## src/rtl/lane_bitslip.sv

```systemverilog
// -----------------------------------------------------------------------------
// lane_bitslip
//
// Per-lane half-bit realigner for a DDR LVDS ADC front end. It sits between
// the DDR input capture and the deserializer/word framer. Each lane carries a
// rise bit and a fall bit per dco_clk cycle. A bitslip pulse toggles a lane
// between normal order and an order shifted later by one half-bit. The framer
// uses this to hunt for word alignment.
//
// Ports
//   dco_clk       in   1      ADC data clock; both edges are used
//   rst_n         in   1      asynchronous active-low reset
//   in_rise       in   LANES  rise-edge data bit per lane (stable at posedge)
//   in_fall       in   LANES  fall-edge data bit per lane (stable at posedge)
//   bitslip_pulse in   LANES  per-lane slip request, sampled at posedge
//   out_rise      out  LANES  realigned rise bit, updates on posedge
//   out_fall      out  LANES  realigned fall bit, updates on negedge
// -----------------------------------------------------------------------------
module lane_bitslip #(
  parameter int LANES = 2
) (
  input  logic             dco_clk,
  input  logic             rst_n,
  input  logic [LANES-1:0] in_rise,
  input  logic [LANES-1:0] in_fall,
  input  logic [LANES-1:0] bitslip_pulse,
  output logic [LANES-1:0] out_rise,
  output logic [LANES-1:0] out_fall
);

  // Captured copies of this cycle's bits, consumed by the following negedge
  // and, in slipped mode, by the next posedge.
  logic [LANES-1:0] r_rise_q;
  logic [LANES-1:0] r_fall_q;
  // 0 = normal order, 1 = slipped by half a bit.
  logic [LANES-1:0] r_slip_offset;
  logic [LANES-1:0] r_out_rise;
  logic [LANES-1:0] r_out_fall;

  logic [LANES-1:0] w_rise_sel;
  logic [LANES-1:0] w_fall_sel;

  // Per-lane output select. In slipped mode out_rise carries the previous
  // cycle's fall bit and out_fall carries this cycle's rise bit. The stream
  // therefore shifts later by one half-bit.
  always_comb begin
    w_rise_sel = (r_slip_offset & r_fall_q) | (~r_slip_offset & in_rise);
    w_fall_sel = (r_slip_offset & r_rise_q) | (~r_slip_offset & r_fall_q);
  end

  // Posedge state: capture inputs, drive out_rise, and toggle the offset.
  // out_rise still uses the old offset on the edge that samples the pulse.
  always_ff @(posedge dco_clk or negedge rst_n) begin
    if (!rst_n) begin
      r_rise_q      <= '0;
      r_fall_q      <= '0;
      r_slip_offset <= '0;
      r_out_rise    <= '0;
    end else begin
      r_rise_q      <= in_rise;
      r_fall_q      <= in_fall;
      r_slip_offset <= r_slip_offset ^ bitslip_pulse;
      r_out_rise    <= w_rise_sel;
    end
  end

  // Negedge output register. It sees the offset produced by the preceding
  // posedge, so a slip takes effect on the very next half-bit.
  always_ff @(negedge dco_clk or negedge rst_n) begin
    if (!rst_n) begin
      r_out_fall <= '0;
    end else begin
      r_out_fall <= w_fall_sel;
    end
  end

  assign out_rise = r_out_rise;
  assign out_fall = r_out_fall;

endmodule

```

## config.mk

```make
export PLATFORM = sky130hd
export DESIGN_NAME = lane_bitslip
export DESIGN_NICKNAME = d
export VERILOG_FILES = /design/src/rtl/lane_bitslip.sv
export SDC_FILE = /design/constraint.sdc
export NUM_CORES = 1
export LEC_CHECK = 0
export CAP_MARGIN = 5
export CELL_PAD_IN_SITES_DETAIL_PLACEMENT = 2
export CELL_PAD_IN_SITES_GLOBAL_PLACEMENT = 2
export CORE_AREA = 2 2 39 41
export DETAILED_ROUTE_END_ITERATION = 7
export DIE_AREA = 0 0 41 43
export HOLD_SLACK_MARGIN = 0.06
export PLACE_DENSITY = 0.67
export SYNTH_ARGS = -nofsm -noshare
export SYNTH_HDL_FRONTEND = slang
export SYNTH_SLANG_ARGS = --single-unit
```

## constraint.sdc

```tcl
create_clock -name dco_clk -period 1.3 [get_ports dco_clk]
set_clock_uncertainty 0.05 [all_clocks]
set_input_delay 0.26 -clock dco_clk [delete_from_list [all_inputs] [get_ports dco_clk]]
set_output_delay 0.26 -clock dco_clk [all_outputs]
set_load 0.005 [all_outputs]
```

==> results.rst <==
.. list-table::
   :header-rows: 1

   * - Metric
     - Value
   * - Diodes inserted
     - 0
   * - Layout cells sized above 1
     - a little over two fifths
   * - TritonCTS Sinks
     - 10
   * - Antenna violations before repair
     - 0
   * - First-pass GRT wire length
     - ~1.3 mm
   * - Average detailed-routed wire length per instance
     - 13.4 um
   * - Crit-path slowest cell
     - sky130_fd_sc_hd__dfrtn_1
   * - Largest stage delay, worst path
     - roughly 0.38 ns
   * - Reg clk slew, reported paths
     - approximately 0.07 ns
   * - Unrepaired setup endpoints after global routing
     - yes
   * - Area growth syn-to-layout
     - 63.6%
   * - Vias in the first global route
     - 257
   * - Critical Path RT
     - a little under 1 ns
   * - Post-Syn Area
     - between 300 and 400 um2
   * - Final setup vio count
     - 4
   * - Number of inserted filler cells in the final layout
     - about 150
   * - Share of synthesized area occupied by flip-flops and latches
     - between 80% and 90%
   * - Logic depth of the worst setup path including buffers
     - 1
   * - Count of standard-cell rows
     - 14
   * - Post-synthesis instance total
     - 16
   * - Worst setup path category
     - flip-flop to output port
   * - Vertical die dimension
     - roughly 43 um
   * - Violations in the final reports
     - setup timing
   * - Final weighted congestion in routability-driven placement
     - 0.621
   * - Cell count of the worst reg-to-reg path
     - 1
   * - Kind of cell with the highest combined delay on the critical path
     - flip-flops
   * - Count of warnings emitted by yosys
     - 0
   * - Area of the core
     - between 1000 and 1500 um2
   * - Net count after synthesis
     - 24
   * - Floorplan die area
     - 1760 um2
   * - DRT antenna net count
     - 0
   * - Worst-case setup margin in the final layout
     - -0.412 ns
   * - Max capacitance violation total
     - 0
   * - Status
     - finished, violations left
   * - CP Buf/Inv Count
     - 1
   * - Overall routed net length
     - about 700 um
   * - Cts hold-fix bufs
     - 0
   * - Clock latency on the worst-skew pair
     - roughly 0.26 ns
   * - Pleak
     - approximately 0.24 nW
   * - GRT Total Usage
     - 11.5%
   * - Number of nets at the end of the flow
     - 45
   * - Flop and latch count out of synthesis
     - 10
   * - Total number of vias
     - ~210
   * - Commonest non-fill, non-tap cells in the layout
     - sky130_fd_sc_hd__dfrtp_1 (8), sky130_fd_sc_hd__clkdlybuf4s50_1 (7), sky130_fd_sc_hd__buf_4 (5), sky130_fd_sc_hd__clkbuf_4 (3)
   * - Grt ovf
     - 0
   * - Worst slew margin relative to its limit
     - 89.0%
   * - Clock buffer count from CTS
     - 3
   * - DR pass1 iterations
     - 2
   * - Instance count after placement with tap cells included
     - 47
   * - Number of ports placed on the die boundary
     - 12
   * - Drt first-iter violations
     - 3
   * - # port buffers
     - 11
   * - Min-Delay Path Class
     - input pin to asynchronous set/reset pin
   * - Peak ir drop on the vdd network
     - 0.781 mV
   * - Cell chain of the critical path
     - buf_2
   * - Power density cells
     - around 1900 nW/um2
   * - Top fanout value on the critical path
     - 1
   * - Max-slew violations
     - 0
   * - Setup TNS Final
     - -1.31 ns
   * - Starting density of the core
     - between 20% and 30%
   * - Leading cell type in the layout, fill and taps excluded
     - sky130_fd_sc_hd__dfrtp_1
   * - Crit. End Element
     - output port
   * - Root buffer selected by CTS
     - sky130_fd_sc_hd__clkbuf_4
   * - Detail-routed via count per cell
     - 4.02
   * - Final Instance Count excl. Fillers
     - 52
   * - Largest net degree at the start of global routing
     - 7
   * - Total DRC errors in the routed layout
     - 0
   * - DIE WIDTH
     - a little over 40 um
   * - Worst-Margin Slew
     - 0.165 ns
   * - HPWL after DPL
     - roughly 560 um
   * - Type of element launching the critical path
     - flip-flop
   * - Total count of hold-check failures in the final report
     - 0
   * - CTS tree
     - done
   * - Crit path DAT
     - 1.40 ns
   * - Number of unique standard cell types used by synthesis
     - 4
   * - CTS H-tree lvls
     - 1
   * - Buffer levels on the longest clock path
     - 2
   * - Average size of a mapped cell
     - just under 20 um2
   * - Share of the core filled with cells
     - 37.0%
   * - Fin Hold WS
     - about 0.33 ns
-- per-layer routing --
| metal | track usage, % | part of all wire (%) |
|---|---|---|
| met1 | 12.9 | 37 |
| met2 | 17.8 | 57 |
| met3 | 4.71 | 6.3 |
| met4 | 6.00 | 0 |
| met5 | 0 | 0 |
-- what timing repair did --
| action | CTS | global route |
|---|---|---|
| setup endpoints to repair | 6 | 4 |
| gates resized for setup | 10 | 0 |
| setup buffers | 0 | 1 |
| endpoints found under the hold margin | 0 | 0 |
| pin swaps | 0 | 0 |
-- state kept, by name, summed over array words and instances (netlist names) --
register / flops
out_fall: 2
out_rise: 2
r_fall_q: 2
r_rise_q: 2
r_slip_offset: 2
-- through the flow --
stage	instance area (um2)	worst slack (ns)	power [W]
CTS	504	-0.423	0.000954
detailed placement	480	-0.517	0.000707
floorplan	320	-0.247	0.000529
global route	512	-0.461	0.00103
finish	512	-0.412	0.000963
global placement	480	-0.512	0.000685
-- report_power, final --
group	switching (W)	internal (W)	leakage [nW]
clock network	0.000108	0.000170	0.0210
logic	0.0000783	0.000181	0.103
registers	0.0000373	0.000389	0.117
-- cells in the mapped netlist (all sizes together) --
cell / n / area (um2)
mux2: 4 / 45.0
dfrtp: 8 / 200
dfrtn: 2 / 50.1
xor2: 2 / 17.5
-- worst paths after layout --
kind / startpoint / end / slack, ns
hold / removal: rst_n / r_fall_q[1] / 0.33
min in group dco_clk: in_fall[1] / r_fall_q[1] / 0.40
max in group asynchronous: rst_n / out_fall[1] / 0.34
setup reg to reg: r_slip_offset[1] / out_fall[1] / -0.26
hold reg to reg: r_fall_q[0] / out_rise[0] / 0.49
setup / recovery: out_fall[0] / out_fall[0] / -0.41
-- area by class of cell --
cell class	instances	area (um2)	share of cell area (%)
Timing Repair Buffer	16	135	26.4
Sequential cell	10	250	48.9
Multi-Input combinational cell	6	70.1	13.7
Tap cell	16	20.0	3.91
Clock buffer	4	36.3	7.09
-- cell families after synthesis --
kind of cell / synth area share, %
flops: 80.0
mux: 14.4
xor+xnor: 5.60
(Power assumes the default switching activity.)
